===== config.mk =====
export PLATFORM = sky130hd
export DESIGN_NAME = cmac_wt_shadow_ctrl_flat
export DESIGN_NICKNAME = d
export VERILOG_FILES = /design/src/rtl/cmac_wt_shadow_ctrl_if.sv /design/src/rtl/cmac_wt_shadow_ctrl.sv /design/src/flat_wrapper.sv
export SDC_FILE = /design/constraint.sdc
export NUM_CORES = 1
export LEC_CHECK = 0
export ABC_CLOCK_PERIOD_IN_PS = 1900
export CAP_MARGIN = 20
export CELL_PAD_IN_SITES_DETAIL_PLACEMENT = 0
export CELL_PAD_IN_SITES_GLOBAL_PLACEMENT = 2
export CORE_MARGIN = 2
export CORE_UTILIZATION = 36
export DETAILED_ROUTE_END_ITERATION = 6
export PLACE_DENSITY = 0.77
export SYNTH_ARGS = -nofsm -noshare
export SYNTH_HDL_FRONTEND = slang
export SYNTH_SLANG_ARGS = --single-unit

===== constraint.sdc =====
create_clock -name nvdla_core_clk -period 1.9 [get_ports nvdla_core_clk]
set_input_delay 0.38 -clock nvdla_core_clk [delete_from_list [all_inputs] [get_ports nvdla_core_clk]]
set_output_delay 0.38 -clock nvdla_core_clk [all_outputs]
set_load 0.005 [all_outputs]

===== src/rtl/cmac_wt_shadow_ctrl_if.sv =====
`default_nettype none
// ============================================================================
// Module      : cmac_wt_shadow_ctrl_if
// Description : Bundles the retimed weight/data input streams and the
//               aligned data/active-weight outputs of cmac_wt_shadow_ctrl.
//               master : producer/consumer side (drives wt_in_*/dat_in_*)
//               slave  : the shadow controller itself
// Revision    : 1.0 - initial release
// ============================================================================
interface cmac_wt_shadow_ctrl_if #(
    parameter int ATOMC    = 8,
    parameter int BPE      = 8,
    parameter int ATOMK_HF = 4,
    parameter int CNT_W    = 16
);
    // weight stream
    logic                         wt_in_pvld;
    logic [ATOMC-1:0]             wt_in_mask;
    logic [ATOMC*BPE-1:0]         wt_in_data;
    logic [ATOMK_HF-1:0]          wt_in_sel;
    // data stream
    logic                         dat_in_pvld;
    logic [ATOMC-1:0]             dat_in_mask;
    logic [ATOMC*BPE-1:0]         dat_in_data;
    logic [8:0]                   dat_in_pd;
    // aligned outputs
    logic                         dat_out_pvld;
    logic [ATOMC-1:0]             dat_out_mask;
    logic [ATOMC*BPE-1:0]         dat_out_data;
    logic [8:0]                   dat_out_pd;
    logic [ATOMK_HF*ATOMC*BPE-1:0] wt_act_data;
    logic [ATOMK_HF*ATOMC-1:0]    wt_act_mask;
    logic [ATOMK_HF-1:0]          wt_act_vld;
    logic [CNT_W-1:0]             stripe_cnt;
    logic                         wt_ovf_err;

    modport master (
        output wt_in_pvld, wt_in_mask, wt_in_data, wt_in_sel,
        output dat_in_pvld, dat_in_mask, dat_in_data, dat_in_pd,
        input  dat_out_pvld, dat_out_mask, dat_out_data, dat_out_pd,
        input  wt_act_data, wt_act_mask, wt_act_vld, stripe_cnt, wt_ovf_err
    );

    modport slave (
        input  wt_in_pvld, wt_in_mask, wt_in_data, wt_in_sel,
        input  dat_in_pvld, dat_in_mask, dat_in_data, dat_in_pd,
        output dat_out_pvld, dat_out_mask, dat_out_data, dat_out_pd,
        output wt_act_data, wt_act_mask, wt_act_vld, stripe_cnt, wt_ovf_err
    );
endinterface
`default_nettype wire


===== src/rtl/cmac_wt_shadow_ctrl.sv =====
`default_nettype none
// ============================================================================
// Module      : cmac_wt_shadow_ctrl
// Description : CMAC weight shadow controller. Weight packets are written
//               into per-cell shadow banks; a stripe-start data beat promotes
//               every loaded shadow to the active weights on the same edge
//               that registers the beat, so each data beat leaves aligned
//               with the weights it multiplies against.
// Ports       : nvdla_core_clk  - core clock
//               nvdla_core_rstn - asynchronous active-low reset
//               bus (slave)     - wt_in_*/dat_in_* inputs, dat_out_*,
//                                 wt_act_*, stripe_cnt, wt_ovf_err outputs
// Revision    : 1.0 - initial release
// ============================================================================
module cmac_wt_shadow_ctrl #(
    parameter int ATOMC    = 8,
    parameter int BPE      = 8,
    parameter int ATOMK_HF = 4,
    parameter int CNT_W    = 16
) (
    input  wire logic             nvdla_core_clk,
    input  wire logic             nvdla_core_rstn,
    cmac_wt_shadow_ctrl_if.slave  bus
);

    logic [ATOMK_HF-1:0][ATOMC-1:0][BPE-1:0] r_shadow;
    logic [ATOMK_HF-1:0][ATOMC-1:0]          r_shadow_mask;
    logic [ATOMK_HF-1:0]                     r_loaded;
    logic [ATOMK_HF-1:0][ATOMC-1:0][BPE-1:0] r_act_data;
    logic [ATOMK_HF-1:0][ATOMC-1:0]          r_act_mask;
    logic [ATOMK_HF-1:0]                     r_act_vld;
    logic                                    r_ovf_err;
    logic [CNT_W-1:0]                        r_stripe_cnt;
    logic                                    r_dat_pvld;
    logic [ATOMC-1:0]                        r_dat_mask;
    logic [ATOMC-1:0][BPE-1:0]               r_dat_data;
    logic [8:0]                              r_dat_pd;

    logic [ATOMC-1:0][BPE-1:0] w_wt_data;
    logic [ATOMC-1:0][BPE-1:0] w_dat_data;
    logic [ATOMK_HF-1:0]       w_wr_sel;
    logic                      w_promote;
    logic                      w_stripe_end;
    logic                      w_layer_end;
    logic                      w_ovf_hit;

    assign w_wt_data    = bus.wt_in_data;
    assign w_dat_data   = bus.dat_in_data;
    assign w_wr_sel     = {ATOMK_HF{bus.wt_in_pvld}} & bus.wt_in_sel;
    assign w_promote    = bus.dat_in_pvld & bus.dat_in_pd[6];
    assign w_stripe_end = bus.dat_in_pvld & bus.dat_in_pd[7];
    assign w_layer_end  = bus.dat_in_pvld & bus.dat_in_pd[8];
    // A promotion in the same cycle drains every loaded shadow first, so a
    // write into a loaded cell is only an overflow when no promotion occurs.
    assign w_ovf_hit    = (|(w_wr_sel & r_loaded)) & ~w_promote;

    always_ff @(posedge nvdla_core_clk or negedge nvdla_core_rstn) begin
        if (!nvdla_core_rstn) begin
            r_shadow      <= '0;
            r_shadow_mask <= '0;
            r_loaded      <= '0;
            r_act_data    <= '0;
            r_act_mask    <= '0;
            r_act_vld     <= '0;
            r_ovf_err     <= 1'b0;
            r_stripe_cnt  <= '0;
            r_dat_pvld    <= 1'b0;
            r_dat_mask    <= '0;
            r_dat_data    <= '0;
            r_dat_pd      <= '0;
        end else begin
            for (int c = 0; c < ATOMK_HF; c++) begin
                // Promotion reads the pre-edge shadow, so a same-cycle write
                // to this cell is not seen until the next promotion.
                if (w_promote && r_loaded[c]) begin
                    r_act_data[c] <= r_shadow[c];
                    r_act_mask[c] <= r_shadow_mask[c];
                    r_act_vld[c]  <= 1'b1;
                end
                if (w_wr_sel[c]) begin
                    for (int k = 0; k < ATOMC; k++) begin
                        if (bus.wt_in_mask[k]) begin
                            r_shadow[c][k] <= w_wt_data[k];
                        end
                    end
                    r_shadow_mask[c] <= bus.wt_in_mask;
                    r_loaded[c]      <= 1'b1;
                end else if (w_promote) begin
                    r_loaded[c] <= 1'b0;
                end
            end

            // Layer end overrides any same-cycle promotion's valid set.
            if (w_layer_end) begin
                r_act_vld <= '0;
            end

            if (w_ovf_hit) begin
                r_ovf_err <= 1'b1;
            end

            if (w_layer_end) begin
                r_stripe_cnt <= '0;
            end else if (w_stripe_end) begin
                r_stripe_cnt <= r_stripe_cnt + CNT_W'(1);
            end

            r_dat_pvld <= bus.dat_in_pvld;
            if (bus.dat_in_pvld) begin
                r_dat_mask <= bus.dat_in_mask;
                r_dat_pd   <= bus.dat_in_pd;
                for (int k = 0; k < ATOMC; k++) begin
                    if (bus.dat_in_mask[k]) begin
                        r_dat_data[k] <= w_dat_data[k];
                    end
                end
            end
        end
    end

    assign bus.dat_out_pvld = r_dat_pvld;
    assign bus.dat_out_mask = r_dat_mask;
    assign bus.dat_out_data = r_dat_data;
    assign bus.dat_out_pd   = r_dat_pd;
    assign bus.wt_act_data  = r_act_data;
    assign bus.wt_act_mask  = r_act_mask;
    assign bus.wt_act_vld   = r_act_vld;
    assign bus.stripe_cnt   = r_stripe_cnt;
    assign bus.wt_ovf_err   = r_ovf_err;

endmodule
`default_nettype wire


===== src/flat_wrapper.sv =====
// flat-port wrapper written by rule: the top's interface ports become plain ports
module cmac_wt_shadow_ctrl_flat 
#(
    parameter int ATOMC    = 8,
    parameter int BPE      = 8,
    parameter int ATOMK_HF = 4,
    parameter int CNT_W    = 16
)
  (nvdla_core_clk, nvdla_core_rstn, bus_wt_in_pvld, bus_wt_in_mask, bus_wt_in_data, bus_wt_in_sel, bus_dat_in_pvld, bus_dat_in_mask, bus_dat_in_data, bus_dat_in_pd, bus_dat_out_pvld, bus_dat_out_mask, bus_dat_out_data, bus_dat_out_pd, bus_wt_act_data, bus_wt_act_mask, bus_wt_act_vld, bus_stripe_cnt, bus_wt_ovf_err);
  cmac_wt_shadow_ctrl_if #(.ATOMC(ATOMC), .BPE(BPE), .ATOMK_HF(ATOMK_HF), .CNT_W(CNT_W)) bus_i ();
  input  wire logic nvdla_core_clk;
  input  wire logic nvdla_core_rstn;
  input wire logic [$bits(bus_i.wt_in_pvld)-1:0] bus_wt_in_pvld;
  input wire logic [$bits(bus_i.wt_in_mask)-1:0] bus_wt_in_mask;
  input wire logic [$bits(bus_i.wt_in_data)-1:0] bus_wt_in_data;
  input wire logic [$bits(bus_i.wt_in_sel)-1:0] bus_wt_in_sel;
  input wire logic [$bits(bus_i.dat_in_pvld)-1:0] bus_dat_in_pvld;
  input wire logic [$bits(bus_i.dat_in_mask)-1:0] bus_dat_in_mask;
  input wire logic [$bits(bus_i.dat_in_data)-1:0] bus_dat_in_data;
  input wire logic [$bits(bus_i.dat_in_pd)-1:0] bus_dat_in_pd;
  output wire logic [$bits(bus_i.dat_out_pvld)-1:0] bus_dat_out_pvld;
  output wire logic [$bits(bus_i.dat_out_mask)-1:0] bus_dat_out_mask;
  output wire logic [$bits(bus_i.dat_out_data)-1:0] bus_dat_out_data;
  output wire logic [$bits(bus_i.dat_out_pd)-1:0] bus_dat_out_pd;
  output wire logic [$bits(bus_i.wt_act_data)-1:0] bus_wt_act_data;
  output wire logic [$bits(bus_i.wt_act_mask)-1:0] bus_wt_act_mask;
  output wire logic [$bits(bus_i.wt_act_vld)-1:0] bus_wt_act_vld;
  output wire logic [$bits(bus_i.stripe_cnt)-1:0] bus_stripe_cnt;
  output wire logic [$bits(bus_i.wt_ovf_err)-1:0] bus_wt_ovf_err;
  assign bus_i.wt_in_pvld = bus_wt_in_pvld;
  assign bus_i.wt_in_mask = bus_wt_in_mask;
  assign bus_i.wt_in_data = bus_wt_in_data;
  assign bus_i.wt_in_sel = bus_wt_in_sel;
  assign bus_i.dat_in_pvld = bus_dat_in_pvld;
  assign bus_i.dat_in_mask = bus_dat_in_mask;
  assign bus_i.dat_in_data = bus_dat_in_data;
  assign bus_i.dat_in_pd = bus_dat_in_pd;
  assign bus_dat_out_pvld = bus_i.dat_out_pvld;
  assign bus_dat_out_mask = bus_i.dat_out_mask;
  assign bus_dat_out_data = bus_i.dat_out_data;
  assign bus_dat_out_pd = bus_i.dat_out_pd;
  assign bus_wt_act_data = bus_i.wt_act_data;
  assign bus_wt_act_mask = bus_i.wt_act_mask;
  assign bus_wt_act_vld = bus_i.wt_act_vld;
  assign bus_stripe_cnt = bus_i.stripe_cnt;
  assign bus_wt_ovf_err = bus_i.wt_ovf_err;
  cmac_wt_shadow_ctrl #(.ATOMC(ATOMC), .BPE(BPE), .ATOMK_HF(ATOMK_HF), .CNT_W(CNT_W)) u_core (.nvdla_core_clk(nvdla_core_clk), .nvdla_core_rstn(nvdla_core_rstn), .bus(bus_i));
endmodule

==> qor.csv <==
stage,metric,value,unit
floorplan,starting density of the core,36.3,%
clock_network,total clock sinks,683,
worst_setup_path,depth of the worst register-to-register path,6,
grt,leftover overflow at the end of global routing,0,
floorplan,die height,270,um
timing,"Hold Vio Cnt, Final",0,
layout,proportion of layout cells with a drive suffix above 1,38.9,%
floorplan,area of the placeable core,69900,sq um
placed_design,number of port buffers,551,
layout,"final std cell area, no fill",35800,sq um
grt,antenna violations before repair,13,
worst_setup_path,Register-to-Register Setup Slack,0.29,ns
placed_design,RD Place Congestion,0.797,
clock_network,CTS Buffer Depth,3,
synthesis,"Distinct cells, synth",34,
route,WL final,73500,um
grt,maximum number of pins on one net before global-route repair,80,
timing,Final Slew Violations,0,
layout,fill cell instance count of the final layout,6016,
layout,area growth from synthesis to final layout,41.2,%
layout,Final Net Count,2430,
clock_network,CTS H-Tree Depth,3,
grt,overall global routing resource usage,20.3,%
route,number of remaining DRC errors,0,
job,max-capacitance violation count,0,
route,count of vias placed by the detailed router,15500,
synthesis,most common cell in the synthesized netlist,sky130_fd_sc_hd__dfrtp_1,
timing,fmax,537,MHz
worst_setup_path,WP data required,1.52,ns
outcome,result of the run,"finished, final reports clean",
route,post-DR vias/cell,4.73,
route,"antenna viol nets, final",0,
worst_setup_path,class of the most critical setup path,flip-flop to output port,
timing,"Setup violations, final",0,
clock_network,post-CTS clock slew at the launch and capture registers of the worst setup and hold paths,0.06,ns
synthesis,portion of the post-synthesis area used by sequential elements,67.3,%
synthesis,netlist area before placement,25400,sq um
timing,final period demand of the worst path,1.86,ns
worst_setup_path,"Data arrival, critical path",1.48,ns
synthesis,share of synthesized flip-flops with an asynchronous set or reset,100,%
worst_setup_path,number of buffers and inverters on the critical path,1,
timing,worst-case clock skew,0.0180,ns
layout,combined area of the multi-input logic cells,8070,sq um
worst_setup_path,Slowest cell on crit path,sky130_fd_sc_hd__clkdlybuf4s50_1,
power_and_ir_drop,Peak VDD IR,0.724,mV
route,post-DR wirelength/cell,22.4,um
synthesis,leading register cell type out of synthesis,sky130_fd_sc_hd__dfrtp_1,
grt,most heavily used metal layer in global routing,met2,
timing,Slew Limit Headroom,68.7,%
clock_network,"Clk Latency, worst-skew pair",0.61,ns
worst_setup_path,Worst setup EP type,output port,
clock_network,Inserted Clock Buffers,75,
worst_setup_path,critical path depth in cells,1,
floorplan,Horiz. Die Dim,270,um
synthesis,count of warnings emitted by yosys,0,
grt,met1 Usage GRT,25.4,%
floorplan,Die Area,72700,sq um
layout,final core utilization,51.3,%
layout,Register Area,17100,sq um
route,drt pass-1 iters,5,
synthesis,gate count of the mapped netlist,1564,
worst_setup_path,type of origin of the critical path,flip-flop,
timing,post-route setup TNS,0,ns
grt,number of global-route vias before repair,17000,
clock_network,CTS root buf,sky130_fd_sc_hd__clkbuf_16,
synthesis,number of nets in the synthesized netlist,1726,
synthesis,syn_area_per_cell,16.2,sq um
grt,first-pass GRT wire length,111000,um
worst_setup_path,"Cell Chain, Critical Path",clkdlybuf4s50_1,
hold_path,Hold Path Depth,2,
power_and_ir_drop,power density normalized to cell area,1260,nW/um^2
placed_design,Post-Place Cell Area,33100,sq um
timing,Worst Tran Pin Value,0.469,ns
timing,worst hold-check slack,0.134,ns
worst_setup_path,Worst path max stage delay,0.51,ns
synthesis,number of enable flip-flop cells after synthesis,0,
synthesis,dominant cell type by area after synthesis,sky130_fd_sc_hd__dfrtp_1,
clock_network,clock tree from TritonCTS,done,
timing,worst-case setup margin in the final layout,0.0394,ns
floorplan,number of cell rows,97,
floorplan,number of primary I/O pins,552,
worst_setup_path,dominant delay contributor by cell family on the critical path,buffers and inverters,
synthesis,most frequent cells after synthesis,"sky130_fd_sc_hd__dfrtp_1 (683), sky130_fd_sc_hd__mux2_2 (616), sky130_fd_sc_hd__nand2_1 (91)",
placed_design,minimum setup slack after placement,-0.0935,ns
timing,period utilisation layout,97.9,%
power_and_ir_drop,Leak Pwr,16.8,nW
synthesis,post-synthesis register bit count,683,
worst_setup_path,largest fanout of any net on the critical path,2,
hold_path,classification of the worst-slack hold path,input pin to flip-flop,
grt,global-route met3 utilization,6.34,%
placed_design,Final HPWL DP,53900,um
synthesis,dominant cells by area after synthesis,"sky130_fd_sc_hd__dfrtp_1 (67%), sky130_fd_sc_hd__mux2_2 (27%), sky130_fd_sc_hd__nand2_1 (1.3%), sky130_fd_sc_hd__nand2_2 (0.79%), sky130_fd_sc_hd__buf_2 (0.69%)",
synthesis,portion of synthesized cell area occupied by the leading cell type,67.3,%
route,DR iter-0 viols,641,
grt,met2 Usage GRT,34.0,%
==> placed cells by master (no fill, tap or decap), types with 5 or more instances in the layout <==
cell and n:
sky130_fd_sc_hd__dfrtp_1 677, sky130_fd_sc_hd__mux2_2 616, sky130_fd_sc_hd__clkdlybuf4s50_1 250, sky130_fd_sc_hd__dlygate4sd2_1 225, sky130_fd_sc_hd__nand2_1 91, sky130_fd_sc_hd__clkbuf_16 77
sky130_fd_sc_hd__buf_4 76, sky130_fd_sc_hd__dlymetal6s2s_1 74, sky130_fd_sc_hd__buf_12 39, sky130_fd_sc_hd__nand2_2 32, sky130_fd_sc_hd__inv_1 20, sky130_fd_sc_hd__clkbuf_8 19
sky130_fd_sc_hd__clkbuf_1 14, sky130_fd_sc_hd__o21ai_0 12, sky130_fd_sc_hd__nor2_1 12, sky130_fd_sc_hd__clkinv_2 12, sky130_fd_sc_hd__diode_2 9, sky130_fd_sc_hd__xnor2_1 9
sky130_fd_sc_hd__bufinv_16 8, sky130_fd_sc_hd__a21oi_1 7, sky130_fd_sc_hd__dfrtp_2 6, sky130_fd_sc_hd__and2_1 5, sky130_fd_sc_hd__nor3_1 5
==> sequential cells by signal, indices dropped and copies added, names as in the netlist, 8 cells and up <==
signal and count:
u_core.bus.wt_act_data 256, u_core.bus.wt_act_mask 32, u_core.bus.stripe_cnt 16, u_core.bus.dat_out_mask 8, u_core.r_shadow 256, u_core.r_shadow_mask 32, u_core.bus.dat_out_pd 9, u_core.bus.dat_out_data 64
==> where the power goes <==
| part | switching [mW] | internal (mW) | total (mW) |
|---|---|---|---|
| clock network | 5.94 | 9.30 | 15.2 |
| registers | 1.95 | 18.2 | 20.1 |
| logic | 3.80 | 6.15 | 9.95 |
| total | 11.7 | 33.6 | 45.3 |
==> through the flow <==
stage,power (mW),std cells
after floorplan,23.6,1564
after global placement,31.4,3108
after detailed placement,31.6,3108
after CTS,46.1,3265
after global routing,47.5,3275
final,45.3,3278
==> routing by layer <==
layer	part of all wire, %	vias up
li1	-	6922
met2	49	388
met1	42	8081
met3	6.9	108
met5	0.11	-
met4	2.3	14
==> worst paths after layout <==
kind	startpoint	to
min in group asynchronous	nvdla_core_rstn	u_core.bus.wt_act_data[54]
max in group asynchronous	nvdla_core_rstn	u_core.bus.dat_out_data[60]
setup / recovery	u_core.bus.wt_act_data[95]	bus_wt_act_data[95]
hold / removal	bus_dat_in_pvld	u_core.bus.dat_out_pvld
setup reg to reg	u_core.bus.stripe_cnt[0]	u_core.bus.stripe_cnt[10]
hold reg to reg	u_core.r_shadow_mask[25]	u_core.r_shadow_mask[25]
==> logic make-up after synthesis <==
group / synth area share (%)
xor+xnor: 0.345
mux: 27.3
simple gates: 3.06
fa+ha+maj: 0.0493
flops: 67.3
compound gates: 0.813
buf+inv: 1.10
==> final cells by class <==
cell class,instances,share of cell area [%]
antenna,9,0.0628
clock buffer,110,6.25
clock inverter,28,1.06
inverter,20,0.209
multi-input combinational,821,22.5
sequential,683,47.7
tap,940,3.28
timing repair buffer,667,18.9
==> repair_timing <==
| item | CTS | global route |
|---|---|---|
| endpoints found under the hold margin | 237 | 0 |
| hold buffers | 1 | 0 |
| resized for setup | 231 | 74 |
| setup buffers | 18 | 4 |
| setup endpoints to repair | 231 | 78 |
No activity file was read; power rests on OpenSTA's default activity.
